File: config.mk
export PLATFORM = sky130hd
export DESIGN_NAME = datapath_controller
export DESIGN_NICKNAME = d
export VERILOG_FILES = /design/src/rtl/datapath_controller.sv
export SDC_FILE = /design/constraint.sdc
export NUM_CORES = 1
export LEC_CHECK = 0
export CAP_MARGIN = 20
export CORE_MARGIN = 1
export CORE_UTILIZATION = 44
export CTS_BUF_LIST = sky130_fd_sc_hd__clkbuf_4 sky130_fd_sc_hd__clkbuf_8
export CTS_CLUSTER_DIAMETER = 50
export DETAILED_ROUTE_END_ITERATION = 6
export HOLD_SLACK_MARGIN = 0.12
export PLACE_DENSITY = 0.94
export SLEW_MARGIN = 0
export SYNTH_ARGS = -nofsm -noshare
export SYNTH_HDL_FRONTEND = slang
export SYNTH_SLANG_ARGS = --single-unit
File: constraint.sdc
create_clock -name clk -period 2.8 [get_ports clk]
set_input_delay 0.56 -clock clk [delete_from_list [all_inputs] [get_ports clk]]
set_output_delay 0.56 -clock clk [all_outputs]
set_load 0.05 [all_outputs]
File: src/rtl/datapath_controller.sv
// Instruction register, decoder and Moore sequencer for the register-file/ALU datapath.
// Latches an instruction in WAIT and steps the datapath through it one strobe per cycle.
module datapath_controller (
   input  logic        clk,
   input  logic        reset,
   input  logic [15:0] in,
   input  logic        load,
   input  logic        s,
   output logic        w,
   output logic [15:0] sximm8,
   output logic [15:0] sximm5,
   output logic [1:0]  shift,
   output logic [1:0]  ALUop,
   output logic [2:0]  readnum,
   output logic [2:0]  writenum,
   output logic        write,
   output logic [1:0]  vsel,
   output logic        loada,
   output logic        loadb,
   output logic        loadc,
   output logic        loads,
   output logic        asel,
   output logic        bsel
);

   typedef enum logic [2:0] {
      S_WAIT,
      S_DECODE,
      S_GET_A,
      S_GET_B,
      S_ALU,
      S_WRITE_REG,
      S_WRITE_IMM
   } state_t;

   typedef enum logic [2:0] {
      I_ILLEGAL,
      I_MOV_IMM,
      I_MOV_REG,
      I_ADD,
      I_CMP,
      I_AND,
      I_MVN
   } instr_t;

   state_t      state_q, state_d;
   logic [15:0] ir_q, ir_d;
   instr_t      instr;

   logic [2:0] opcode;
   logic [1:0] op;
   logic [2:0] rn, rd, rm;

   assign opcode = ir_q[15:13];
   assign op     = ir_q[12:11];
   assign rn     = ir_q[10:8];
   assign rd     = ir_q[7:5];
   assign rm     = ir_q[2:0];

   assign sximm8 = {{8{ir_q[7]}}, ir_q[7:0]};
   assign sximm5 = {{11{ir_q[4]}}, ir_q[4:0]};
   assign shift  = ir_q[4:3];
   assign ALUop  = op;

   always_comb begin
      instr = I_ILLEGAL;
      case (opcode)
         3'b110: begin
            if (op == 2'b10)      instr = I_MOV_IMM;
            else if (op == 2'b00) instr = I_MOV_REG;
            else                  instr = I_ILLEGAL;
         end
         3'b101: begin
            case (op)
               2'b00:   instr = I_ADD;
               2'b01:   instr = I_CMP;
               2'b10:   instr = I_AND;
               default: instr = I_MVN;
            endcase
         end
         default: instr = I_ILLEGAL;
      endcase
   end

   // IR only accepts a new word while idle, so an in-flight instruction is never disturbed.
   always_comb begin
      ir_d = ir_q;
      if (load && (state_q == S_WAIT)) begin
         ir_d = in;
      end
   end

   always_comb begin
      state_d = state_q;
      case (state_q)
         S_WAIT: begin
            if (s) state_d = S_DECODE;
         end
         S_DECODE: begin
            case (instr)
               I_MOV_IMM:                 state_d = S_WRITE_IMM;
               I_MOV_REG, I_MVN:          state_d = S_GET_B;
               I_ADD, I_CMP, I_AND:       state_d = S_GET_A;
               default:                   state_d = S_WAIT;
            endcase
         end
         S_GET_A:     state_d = S_GET_B;
         S_GET_B:     state_d = S_ALU;
         S_ALU: begin
            if (instr == I_CMP) state_d = S_WAIT;
            else                state_d = S_WRITE_REG;
         end
         S_WRITE_REG: state_d = S_WAIT;
         S_WRITE_IMM: state_d = S_WAIT;
         default:     state_d = S_WAIT;
      endcase
   end

   always_ff @(posedge clk or posedge reset) begin
      if (reset) begin
         state_q <= S_WAIT;
         ir_q    <= '0;
      end else begin
         state_q <= state_d;
         ir_q    <= ir_d;
      end
   end

   always_comb begin
      w        = 1'b0;
      readnum  = '0;
      writenum = '0;
      write    = 1'b0;
      vsel     = 2'b00;
      loada    = 1'b0;
      loadb    = 1'b0;
      loadc    = 1'b0;
      loads    = 1'b0;
      asel     = 1'b0;
      bsel     = 1'b0;
      case (state_q)
         S_WAIT: w = 1'b1;
         S_GET_A: begin
            readnum = rn;
            loada   = 1'b1;
         end
         S_GET_B: begin
            readnum = rm;
            loadb   = 1'b1;
         end
         S_ALU: begin
            // MOV reg runs through the adder with A forced to zero.
            asel = (instr == I_MOV_REG);
            if (instr == I_CMP) loads = 1'b1;
            else                loadc = 1'b1;
         end
         S_WRITE_REG: begin
            vsel     = 2'b00;
            writenum = rd;
            write    = 1'b1;
         end
         S_WRITE_IMM: begin
            vsel     = 2'b10;
            writenum = rn;
            write    = 1'b1;
         end
         default: ;
      endcase
   end

endmodule

=== Word level (Yosys, flattened, before mapping) ===
Index checks and enable logic that the tools add are counted.
Widths: inputs -> output; s select.

* Memory bits (writable): 0
* Input bits: 20
* Register bits: 19
* Memories kept: 0
* Latch bits: 0
* Bits in read-only memories: 0

* Equality and inequality tests: 17
* Reduce and logical (&&, ||, !) cells: 6
* Add/subtract/negate cells: 0
* Order comparisons: 0
* Divide/modulo/power cells: 0
* Bitwise logic cells: 0
* Muxes and demuxes: 20
* Shift operators: 0
* Multiply operators: 0

{| class="wikitable"
|+ Operators with widths
! operator !! number
|-
| $eq 3x3->1 const B || 8
|-
| $pmux 3 s2 || 3
|-
| $pmux 3 s3 || 2
|-
| $pmux 3 s5 || 1
|-
| $eq 3x2->1 const B || 4
|-
| $mux 1 || 9
|-
| $eq 3x1->1 const B || 2
|-
| $mux 2 || 3
|-
| $mux 3 || 2
|-
| $reduce_or 2->1 || 2
|-
| $logic_not 3->1 || 1
|-
| $reduce_or 3->1 || 1
|-
| $eq 2x1->1 const B || 1
|-
| $eq 2x2->1 const B || 1
|-
| $logic_not 2->1 || 1
|-
| $ne 2x2->1 const B || 1
|-
| $logic_and 1x1->1 || 1
|}

=== Logic depth before layout (Yosys ltp) ===
* Depth in word-level cells: 8
* Depth in mapped cells: 7

=== Least setup slack after synthesis ===
No wires, ideal clock.

* Path kind: reg2out
* From: reg ir_q[11]
* To: out asel
* Buffers on the path: 0
* Stages on the path, launching flop included: 7
* Arrival time: 2,355 ps
* Slack: -115 ps
* Cell sequence: dfrtp_1 -> inv_1 -> ha_1 -> nor3b_1 -> a21o_1 -> nand2_1 -> a211oi_1

* Word-level cells in the longest chain between the ends: 6

{| class="wikitable"
|+ RTL lines
! item !! RTL line !! source
|-
| start, declared || 47 || <nowiki>logic [15:0] ir_q, ir_d;</nowiki>
|-
| start signal, assigned || 125 || <nowiki>ir_q <= ir_d;</nowiki>
|-
| $logic_not 2->1 || 70, 74 ||
|-
| $mux 2 || 70 || <nowiki>else if (op == 2'b00) instr = I_MOV_REG;</nowiki>
|-
| $mux 2 || 69 || <nowiki>if (op == 2'b10) instr = I_MOV_IMM;</nowiki>
|-
| $pmux 3 s2 * || 67 || <nowiki>case (opcode)</nowiki>
|-
| $eq 3x2->1 * || 153 || <nowiki>asel = (instr == I_MOV_REG);</nowiki>
|-
| $mux 1 * || 141 || <nowiki>case (state_q)</nowiki>
|-
| end, declared || 22 || <nowiki>output logic asel,</nowiki>
|}

Mark *: on every way between the ends. The rest lies on a longest branch, timed or not.

=== Worst setup path in the final report ===
* From: reg state_q[2]
* To: out loadb

* Word-level cells in the longest chain between the ends: 2

{| class="wikitable"
|+ RTL lines
! item !! RTL line !! source
|-
| start, declared || 46 || <nowiki>state_t state_q, state_d;</nowiki>
|-
| start signal, assigned || 124 || <nowiki>state_q <= state_d;</nowiki>
|-
| $eq 3x2->1 || 141 ||
|-
| $mux 1 || 141 ||
|-
| end, declared || 19 || <nowiki>output logic loadb,</nowiki>
|}

No other way between the ends.

==> reports/qor.yml <==
cp-end-kind: "output pin"
clk_latency_ps: 290
synth_area_leaders: "dfrtp_1 35%, buf_4 21%, mux2_2 12%"
die_area_um2: 3320
fin_worst_skew_ps: 6.51
critPathSlowestCell: "clkdlybuf4s50_1"
seq_area_um2: 475
route.met2.wl_um: 1540
start_util: 0.477
dr.max_layer_used: "met4"
max_freq_mhz: 382
max_cap_viol_count: 0
final_common_cell: "clkdlybuf4s50_1"
layout.nets: 193
synth_seq_cells: 19
hp-class: "reg2reg"
cp.required_ps: 2240
synthMuxAreaShare: 0.138
finalWorstPathRequiredPeriod_ps: 2620
crit_path_cell_trace: "nand2b_1, nor2_1, clkdlybuf4s50_1"
post-synth-top-area-cell: "dfrtp_1"
ctsHtreeMaxLevel: 1
core_um2: 2850
worstPathMaxFanout: 12
report.final.hold_viol_count: 0
tightest_slew_ps: 715
cts_buffer_depth: 2
yosys_warnings: 0
cts_inserted_buffers: 3
slew_viol_final: 0
vias_per_cell: 5.25
row_count: 19
avgSynthCellArea_um2: 10.0
crit_family: "buffers and inverters"
drt-pass1-iter-count: 6
synth-edff-count: 0
drt_iter0_markers: 21
critPathLaunchType: "flip-flop"
io_pins: 72
finalSetupTns_ps: 0
synthXorXnorAreaFrac: 0
wl_per_cell_um: 14.7
max_slew_margin: 0.523
cts_setup_buffers: 0
ys_types: 36
grt_first_pass_wirelength_um: 4530
multi_input_area_um2: 553
final_cell_mix: "62 x clkdlybuf4s50_1, 19 x dfrtp_1, 14 x mux2_2"
dp_hpwl_um: 2340
antenna_found_initial: 0
crit_type: "reg2out"
grt_overflow: 0
numPortBuffers: 69
clock-sinks: 19
clkTransAtPathRegs_ps: 100
path_buf_inv: 1
fillers: 258
grt_pass1_vias: 962
yosysSeqAreaShare: 0.349
routed-via-count: 1050
cts_root_buf: "clkbuf_4"
wl_met1_um: 1120
cts_tree: "done"
syn_to_final_growth_pct: 32.6
rsz0062_at_grt: "no"
max_stage_delay_ps: 830
drc: 7
antennaDiodeCount: 0
gr-usage-all-layers: 0.181
synth_area_um2: 1360
ys.flop_type: "dfrtp_1"
netlist.area_leader.share: 0.349
synth_top_family_by_area: "buffers and inverters"
layout-drive-gt1-share: 0.201
grt_start_max_net_pins: 20
ant_nets: 0
synthCells: 136
gp_congestion: 0.831
layout_worst_path_cycle_share: 0.935
wl_met3_um: 222
synthSimpleGateAreaFrac: 0.158
die_w_um: 57.6
violations: "design-rule violations"
routed_wl_um: 2930
synth_compound_area_frac: 0.0699
status: "finished, violations left"
arrival_ps: 2060
setup_viol: 0
synthArstFlopShare: 1.00
die_y_um: 57.6
synthAdderAreaFrac: 0.0276
-- area by class of cell --
type | instances | share of cell area
Inverter | 4 | 0.00832
Multi-Input combinational cell | 72 | 0.306
Sequential cell | 19 | 0.263
Timing Repair Buffer | 70 | 0.384
Tap cell | 31 | 0.0215
Clock buffer | 4 | 0.0166
-- flip-flops by register name, indices dropped and copies added (netlist names) --
register,cells
ir_q,16
state_q,3
-- through the flow --
step	worst slack, ps	util	hold slack, ps	cell area, µm²	std cells
floorplan	354	-	503	1370	137
global placement	585	0.621	531	1770	196
detailed placement	495	0.621	534	1770	196
CTS	152	0.631	558	1800	200
global route	74.5	0.633	575	1810	200
finish	183	0.633	556	1810	200
-- per-layer routing --
| layer | track usage | up-vias |
|---|---|---|
| met5 | 0 | - |
| li1 | - | 483 |
| met1 | 0.196 | 496 |
| met3 | 0.0536 | 4 |
| met2 | 0.341 | 67 |
| met4 | 0.0453 | 0 |
-- synthesized netlist by cell type, types with 2 or more instances --
master and instances:
o21ai_0 2, a22oi_1 3, mux2_2 14, nor3_1 2, nand2b_1 3, ha_1 3
nor2_1 11, nand2_1 5, buf_6 2, inv_1 4, nor2b_1 5, mux2i_1 3
buf_4 38, dfrtp_1 19
-- what timing repair did --
action | in CTS | in global routing
gates resized for setup | 0 | 1
endpoints found under the setup margin | 0 | 1
hold buffers | 0 | 0
-- logic make-up (layout without fill, tap and decap cells) --
| kind of cell | count (synthesis) | after routing |
|---|---|---|
| AOI/OAI and AO/OA | 13 | 13 |
| adders and majority gates | 3 | 3 |
| buffers and inverters | 46 | 78 |
| DFF | 19 | 19 |
| muxes | 17 | 17 |
| other | 1 | 2 |
| and+or+nand+nor | 37 | 37 |
-- worst paths after layout --
kind,start,end,slack [ps],cells past startpoint
min in group asynchronous,reset,state_q[0],690,2
worst max register to register,ir_q[11],state_q[0],1020,6
max in group asynchronous,reset,ir_q[15],1660,2
worst min register to register,ir_q[5],ir_q[5],560,1
worst max-delay path,state_q[2],loadb,180,3
worst min-delay path,ir_q[5],ir_q[5],560,1
-- worst register-to-register path, cell delays in order (launching register included) --
cell and delay, ps:
dfrtp_1 380, inv_1 120, ha_1 290, nor3b_2 220, o21ai_1 120, a2111oi_0 420
or3_1 170
Power is not shown: default switching activity piles up to over one toggle a cycle in this logic, so the estimate is an artifact.
